==> src/rtl/pc_fetch_sequencer.sv <==
// Purpose: owns the word-addressed PC and sequences one-at-a-time instruction fetches into a decode holding register.
// Latency: start -> imem_req next cycle; imem_ack -> instr_valid next cycle; accept -> next imem_req next cycle (peak 1 instr / 2 cycles).
// Backpressure: the fetch request is held until imem_ack; the fetched word is held stable while instr_ready is low.
//
// Ports:
//   clk, rst                  clock, asynchronous active-high reset
//   start, halt_req           top-level run control (start from IDLE/HALT, halt after next accept)
//   imem_req/addr/ack/rdata   instruction memory handshake, one outstanding request
//   instr_valid/out/pc/ready  decode-side holding register and accept handshake
//   branch_taken/offset       PC redirect, sampled only on the accept cycle
//   pc, halted                current PC register and HALT state indication

module pc_fetch_sequencer #(
   parameter int                ADDR_W   = 32,
   parameter int                DATA_W   = 32,
   parameter logic [ADDR_W-1:0] RESET_PC = '0
) (
   input  logic              clk,
   input  logic              rst,
   input  logic              start,
   input  logic              halt_req,
   output logic              imem_req,
   output logic [ADDR_W-1:0] imem_addr,
   input  logic              imem_ack,
   input  logic [DATA_W-1:0] imem_rdata,
   output logic              instr_valid,
   output logic [DATA_W-1:0] instr_out,
   output logic [ADDR_W-1:0] instr_pc,
   input  logic              instr_ready,
   input  logic              branch_taken,
   input  logic [ADDR_W-1:0] branch_offset,
   output logic [ADDR_W-1:0] pc,
   output logic              halted
);

   localparam logic [ADDR_W-1:0] PC_STEP = ADDR_W'(1);

   typedef enum logic [1:0] {
      IDLE  = 2'd0,
      FETCH = 2'd1,
      ISSUE = 2'd2,
      HALT  = 2'd3
   } state_t;

   state_t            state;
   logic [ADDR_W-1:0] pcReg;
   logic [ADDR_W-1:0] instrPcReg;
   logic [DATA_W-1:0] instrOutReg;
   logic              imemReqReg;
   logic              instrValidReg;
   logic              haltedReg;

   logic              accept;
   logic [ADDR_W-1:0] nextPc;

   assign accept = instrValidReg & instr_ready;

   // The successor is computed from the held instruction's address, not from
   // pcReg, so a branch is always relative to the instruction that carried it.
   // Both sums wrap modulo 2^ADDR_W.
   assign nextPc = branch_taken ? (instrPcReg + branch_offset)
                                : (instrPcReg + PC_STEP);

   always_ff @(posedge clk or posedge rst) begin
      if (rst) begin
         state         <= IDLE;
         pcReg         <= RESET_PC;
         instrPcReg    <= '0;
         instrOutReg   <= '0;
         imemReqReg    <= 1'b0;
         instrValidReg <= 1'b0;
         haltedReg     <= 1'b0;
      end else begin
         case (state)
            IDLE: begin
               if (start) begin
                  state      <= FETCH;
                  imemReqReg <= 1'b1;
               end
            end

            // The in-flight fetch always completes; start/halt_req have no
            // effect here, halt is evaluated on the accept cycle instead.
            FETCH: begin
               if (imem_ack) begin
                  instrOutReg   <= imem_rdata;
                  instrPcReg    <= pcReg;
                  instrValidReg <= 1'b1;
                  imemReqReg    <= 1'b0;
                  state         <= ISSUE;
               end
            end

            ISSUE: begin
               if (accept) begin
                  pcReg         <= nextPc;
                  instrValidReg <= 1'b0;
                  if (halt_req) begin
                     state     <= HALT;
                     haltedReg <= 1'b1;
                  end else begin
                     state      <= FETCH;
                     imemReqReg <= 1'b1;
                  end
               end
            end

            // start takes priority over a still-asserted halt_req.
            HALT: begin
               if (start) begin
                  state      <= FETCH;
                  imemReqReg <= 1'b1;
                  haltedReg  <= 1'b0;
               end
            end

            default: begin
               state         <= IDLE;
               imemReqReg    <= 1'b0;
               instrValidReg <= 1'b0;
               haltedReg     <= 1'b0;
            end
         endcase
      end
   end

   assign imem_req    = imemReqReg;
   assign imem_addr   = pcReg;
   assign instr_valid = instrValidReg;
   assign instr_out   = instrOutReg;
   assign instr_pc    = instrPcReg;
   assign pc          = pcReg;
   assign halted      = haltedReg;

endmodule
==> config.mk <==
export PLATFORM = sky130hd
export DESIGN_NAME = pc_fetch_sequencer
export DESIGN_NICKNAME = d
export VERILOG_FILES = /design/src/rtl/pc_fetch_sequencer.sv
export SDC_FILE = /design/constraint.sdc
export NUM_CORES = 1
export LEC_CHECK = 0
export CAP_MARGIN = 10
export CELL_PAD_IN_SITES_DETAIL_PLACEMENT = 1
export CELL_PAD_IN_SITES_GLOBAL_PLACEMENT = 1
export CORE_MARGIN = 1.5
export CORE_UTILIZATION = 37
export CTS_CLUSTER_SIZE = 20
export DETAILED_ROUTE_END_ITERATION = 8
export GPL_ROUTABILITY_DRIVEN = 0
export PLACE_DENSITY = 0.95
export SLEW_MARGIN = 20
export SYNTH_ARGS = -nofsm -noshare
export SYNTH_HDL_FRONTEND = slang
export SYNTH_SLANG_ARGS = --single-unit
==> constraint.sdc <==
create_clock -name clk -period 5 [get_ports clk]
set_input_delay 0.5 -clock clk [delete_from_list [all_inputs] [get_ports clk]]
set_output_delay 0.5 -clock clk [all_outputs]
set_load 0.02 [all_outputs]
==> flow_summary.ini, run 1 <==
[run_status]
outcome = finished clean

[power]
pwr-share-seq_pct = 49.0
combPwrFrac_pct = 8.4
p_int_mw = 1.25
p_leak_nw = 3.75
clkPwrFrac_pct = 42.5
p_sw_mw = 0.414
pwr_density_cell_mw_per_mm2 = 203
vdd_drop_max_mv = 0.151
netSwitchingFraction_pct = 24.9
power.total_mw = 1.66

[cts]
htreeDepth = 3
clkLatencyLatePin_ps = 360
clk_pin_slew_ps = 80
cts_sinks = 101
cts.path.max_buffers = 2
hold_buffers = 0
numCtsBuffers = 9
ctsResizeCount = 0
cts_setup_buffers = 0
root_buffer = clkbuf_16
cts_tree = built

[cells_and_area]
drive_gt1_share_pct = 13.7
num_antenna_cells = 0
num-fill-cells = 1663
design_area_sq_mm = 0.00818
ff_latch_area_sq_mm = 0.00253
layout.nets = 836
multiInputGateArea_sq_mm = 0.00302
syn2layout_area_growth_pct = 38.8

[placed_design]
port_buffers = 201
place_ws_ps = 964
hpwl_um = 14000
placed_cell_area_sq_mm = 0.00789

[yosys]
synth_ff_type = dfrtp_1
synth.distinct_cells = 55
synth_most_common_cell = dfrtp_1
synth_top_area_cell = dfrtp_1
synth-edff-count = 0
synthTopCellsByCount = dfrtp_1 (101), mux2_2 (64), nand2_1 (61), o21ai_0 (37), and2_1 (35)
synthArstFlopShare_pct = 100
ys_seq_area_share_pct = 42.9
yosysWarnings = 0
syn-cell-area_sq_mm = 0.00590
synth_cells = 566
avgSynthCellArea_sq_um = 10.4
syn-num-nets = 672
ys_top_cells_by_area = dfrtp_1 (43%), mux2_2 (12%), ha_1 (7.2%)
synth_seq_cells = 101
yosysTopAreaCellShare_pct = 42.9

[sta]
rsz0062_at_grt = false
setup_viol = 0
finClkSkew_ps = 10.3
finalCritPeriodShare_pct = 73.3
relSlewSlack_pct = 39.4
setup_tns_ps = 0
hold_viol = 0
final_max_slew_viol_count = 0
setup_ws_ps = 1340
period_minus_slack_ps = 3660
max_freq_ghz = 0.273
worst_slew_pin_slew_ps = 906

[hold_path]
hold_path.startpoint = instr_out[17]$_DFFE_PP0P_
worstHoldPathType = reg -> reg
holdPathEnd = instr_out[17]$_DFFE_PP0P_
hold_depth = 1

[worst_setup_path]
path_max_fanout = 18
r2r_slack_ps = 2150
cp.arrival_ps = 3910
critPathLaunchType = input pin
r2r_start = instr_pc[0]$_DFFE_PP0P_
worstPathCellList = clkdlybuf4s50_1 > buf_4 > and2_1 > fa_1 > a21o_1 > a21oi_2 > o21ai_4 > a31oi_2 > o21a_1 > and2_4 > o21ai_0 > a221o_1
slowest_stage = clkdlybuf4s50_1
cpPeakStageDelay_ps = 740
reg2reg_depth = 10
cp-end-kind = register
worstPathRequired_ps = 5250
rr_endpoint = imem_addr[28]$_DFFE_PP0P_
criticalPathCategory = in -> reg

[grt]
overflow = 0
grt_use_total_pct = 22.7
grt_pass1_vias = 5555
grt_pass1_wl_um = 29400
antenna_found_initial = 0
grt_max_degree = 67

[drt]
dr.pass1.iters = 4
dr.first_iter.drc_count = 219
drtAntennaViolNets = 0
drt_wl_total_um = 18400
avgViaCountPerCell = 5.25
detail_route.wl_per_cell_um = 19.4
num_vias = 4965
route.detailed.drc = 0

[die]
row_count = 45
top_level_ports = 202
die-area_sq_mm = 0.0167
core_sq_mm = 0.0154
die_h_um = 129
die_width_um = 129
floorplan.initialDensity_pct = 38.4

[run]
cap_violations = 0
[metrics by stage]
step / util [%] / instances / hold slack, ps
floorplan: - / 566 / 506
global placement: 51.3 / 930 / 487
detailed placement: 51.3 / 930 / 485
CTS: 53.2 / 946 / 513
global route: 53.2 / 946 / 527
finish: 53.2 / 946 / 509
[how the worst max path moves through the flow]
stage | start | to | cells past startpoint
2_1_floorplan | rst | halted$_DFFE_PP0P_ | 1
3_3_place_gp | branch_taken | imem_addr[28]$_DFFE_PP0P_ | 12
3_5_place_dp | branch_taken | imem_addr[30]$_DFFE_PP0P_ | 12
4_1_cts | branch_taken | imem_addr[30]$_DFFE_PP0P_ | 12
5_1_grt | branch_taken | imem_addr[30]$_DFFE_PP0P_ | 12
6_report | branch_taken | imem_addr[28]$_DFFE_PP0P_ | 12
[layout by cell type, fill, tap and decap left out, types with 3 or more instances in the layout]
cell,instances
xor2_1,10
o21a_1,3
dfrtp_1,101
mux2_2,64
nor2_1,17
inv_1,8
xnor2_1,14
nor3_1,6
buf_4,4
a21oi_1,30
nand2_1,60
clkbuf_16,9
o21ai_0,37
a31oi_2,3
clkdlybuf4s50_1,201
a211oi_1,4
nand4_1,5
o21bai_1,6
nand3_1,11
a21o_1,16
and3_1,3
ha_1,34
o21ai_1,5
and2_1,35
[state kept, by name, summed over array words and instances, names as in the netlist]
register	count
instr_valid	1
imem_addr	32
state	2
imem_req	1
instr_out	32
halted	1
instr_pc	32
[final cells by class]
cell class | count | area share, %
clock buffers | 10 | 2.92
inverters | 9 | 0.443
clock inverters | 6 | 0.657
flip-flops and latches | 101 | 30.9
multi-input cells | 404 | 36.9
well taps | 211 | 3.23
repair buffers | 205 | 25.0
[power groups by stage]
| stage | logic [mW] | registers (mW) | clock network [mW] |
|---|---|---|---|
| 2_1_floorplan | 0.0613 | 0.832 | 0 |
| 3_3_place_gp | 0.135 | 0.832 | 0 |
| 3_5_place_dp | 0.141 | 0.832 | 0 |
| 4_1_cts | 0.143 | 0.816 | 0.726 |
| 5_1_grt | 0.154 | 0.816 | 0.757 |
| 6_report | 0.141 | 0.816 | 0.707 |
[cell families (layout without fill, tap and decap cells)]
| logic type | after synthesis | in the layout | synth area share (%) |
|---|---|---|---|
| buffers and inverters | 61 | 230 | 6.01 |
| adders and majority gates | 35 | 35 | 7.56 |
| xor gates and xnor gates | 24 | 24 | 3.57 |
| and+or+nand+nor | 147 | 147 | 12.0 |
| DFF | 101 | 101 | 42.9 |
| muxes | 66 | 66 | 12.6 |
| AOI/OAI and AO/OA | 132 | 132 | 15.5 |
[worst max-delay path, delay by kind of cell]
family / cells / cell delay, ps
AO/OA/AOI/OAI: 7 / 1490
buffers and inverters: 2 / 1110
adder cells (fa/ha/maj): 1 / 440
AND/OR/NAND/NOR: 2 / 380
[layer usage]
metal,track usage (%),part of all wire [%],vias up
li1,-,-,2304
met1,25.7,38,2452
met2,41.1,53,189
met3,6.85,7.8,20
met4,6.87,1.4,0
met5,0,0,-
Note: power is estimated with default switching activity, not from simulation.
==> run 2, diff against run 1 <==
--- a/config.mk
+++ b/config.mk
@@ -9,11 +9,11 @@
 export CELL_PAD_IN_SITES_DETAIL_PLACEMENT = 1
 export CELL_PAD_IN_SITES_GLOBAL_PLACEMENT = 1
 export CORE_MARGIN = 1.5
-export CORE_UTILIZATION = 37
+export CORE_UTILIZATION = 31
 export CTS_CLUSTER_SIZE = 20
 export DETAILED_ROUTE_END_ITERATION = 8
 export GPL_ROUTABILITY_DRIVEN = 0
-export PLACE_DENSITY = 0.95
+export PLACE_DENSITY = 0.85
 export SLEW_MARGIN = 20
 export SYNTH_ARGS = -nofsm -noshare
 export SYNTH_HDL_FRONTEND = slang
==> constraint.sdc (replaced) <==
create_clock -name clk -period 3.35 [get_ports clk]
set_input_delay 0.335 -clock clk [delete_from_list [all_inputs] [get_ports clk]]
set_output_delay 0.335 -clock clk [all_outputs]
set_load 0.02 [all_outputs]
==> run 2 against run 1 <==
  * Utilization down 8.0 points
  * Sequential cell count unchanged
  * Largest cell class unchanged
  * Sequential power up 50%
  * Critical path type unchanged
  * Setup slack worse by 940 ps
  * Count of clock-buffer cells in the layout down 1
  * Power up 64%
  * Highest routed layer unchanged
  * Combinational power up 56%
==> flow_summary.ini, run 2 (synthesis gave the netlist of run 1 again) <==
[run_status]
outcome = finished clean

[placed_design]
post-place-cells = 974
port_buffers = 201
hpwl_um = 13500

[grt]
grt_use_total_pct = 18.6
grt_pass1_wl_um = 28900
antenna_found_initial = 0
grt_pass1_vias = 5357
grt_max_degree = 61
overflow = 0

[cells_and_area]
drive_gt1_share_pct = 16.0
num_antenna_cells = 0
syn2layout_area_growth_pct = 43.6
layout.nets = 857
mostFrequentLayoutCells = clkdlybuf4s50_1 (201), dfrtp_1 (101), mux2_2 (64)
final_common_cell = clkdlybuf4s50_1
instances_no_fill = 989
utilization_pct = 45.3

[sta]
hold_viol = 0
final_max_slew_viol_count = 0
relSlewSlack_pct = 46.6
finClkSkew_ps = 12.2
worst_slew_pin_slew_ps = 802
max_freq_ghz = 0.338
setup_tns_ps = 0
finalCritPeriodShare_pct = 88.3
setup_viol = 0
period_minus_slack_ps = 2960
rsz0062_at_grt = false

[cts]
htreeDepth = 3
cts_sinks = 101
clkLatencyLatePin_ps = 360
cts_setup_buffers = 0
clk_pin_slew_ps = 80
cts.path.max_buffers = 2
numCtsBuffers = 9
ctsResizeCount = 0
root_buffer = clkbuf_16
hold_buffers = 0
cts_tree = built

[power]
power.total_mw = 2.74
vdd_drop_max_mv = 0.233
pwr_density_cell_mw_per_mm2 = 323
p_leak_nw = 3.90

[drt]
avgViaCountPerCell = 5.01
dr.pass1.iters = 4
num_vias = 4955
drtAntennaViolNets = 0
dr.first_iter.drc_count = 126
route.detailed.drc = 0
drt_wl_total_um = 17700
detail_route.wl_per_cell_um = 17.9

[die]
die_width_um = 141
floorplan.initialDensity_pct = 31.5
row_count = 50
die_h_um = 141
top_level_ports = 202
core_sq_mm = 0.0187
die-area_sq_mm = 0.0199

[worst_setup_path]
r2r_slack_ps = 550
worstPathRequired_ps = 3590
criticalPathCategory = in -> reg
cp-end-kind = register
critPathLaunchType = input pin
cp.arrival_ps = 3200
path_max_fanout = 16

[run]
cap_violations = 0

[hold_path]
worstHoldPathType = in -> async
==> run 2: cell count changes in the layout (fill, tap and decap cells not counted), sizes merged <==
cell	change
clkinv	-1
clkbuf	-1
bufinv	+4
inv	-3
buf	+21
==> run 2: final timing paths <==
check,start,end,cells past startpoint
hold reg to reg,imem_req$_DFFE_PP0P_,imem_req$_DFFE_PP0P_,1
setup / recovery,branch_taken,imem_addr[28]$_DFFE_PP0P_,12
hold / removal,rst,instr_out[8]$_DFFE_PP0P_,2
max in group asynchronous,rst,instr_out[4]$_DFFE_PP0P_,3
setup reg to reg,instr_pc[0]$_DFFE_PP0P_,imem_addr[28]$_DFFE_PP0P_,10
min in group clk,imem_req$_DFFE_PP0P_,imem_req$_DFFE_PP0P_,1
==> run 2: layout make-up <==
class                           count  area, sq um
Inverter                            9         36.3
Sequential cell                   101         2530
Tap cell                          234          293
Timing Repair Buffer              226         2220
Fill cell                        2044        10200
Clock buffer                        9          225
Clock inverter                      6          136
Multi-Input combinational cell    404         3020
==> run 2: stage by stage <==
step                      hold slack [ps]  setup slack, ps  cell area (sq um)
final                                 472              393               8460
after global routing                  521             80.3               8460
after CTS                             510              409               8460
after detailed placement              494             37.0               8100
after global placement                486              145               8100
after floorplan                       486              368               5900
==> run 2: where the power goes <==
group	total, mW	switching (mW)	internal [mW]
logic	0.220	0.102	0.119
clock network	1.30	0.494	0.804
registers	1.22	0	1.22
total	2.74	0.596	2.14
==> run 2: layer usage <==
| layer | global-route usage, % | up-vias | part of all wire, % |
|---|---|---|---|
| met3 | 5.74 | 17 | 6.3 |
| met1 | 22.6 | 2455 | 43 |
| met2 | 31.8 | 146 | 49 |
| met5 | 0 | - | 0 |
| met4 | 5.26 | 0 | 1.6 |
| li1 | - | 2337 | - |
==> run 2: critical path, stage by stage <==
cell	delay [ps]
clkdlybuf4s50_1	520
buf_4	210
and2_1	160
ha_1	300
a21oi_1	280
o21ai_0	210
a211oi_1	320
nor3_1	70
nor2_1	170
and2_4	210
o21ai_0	90
a221o_1	300
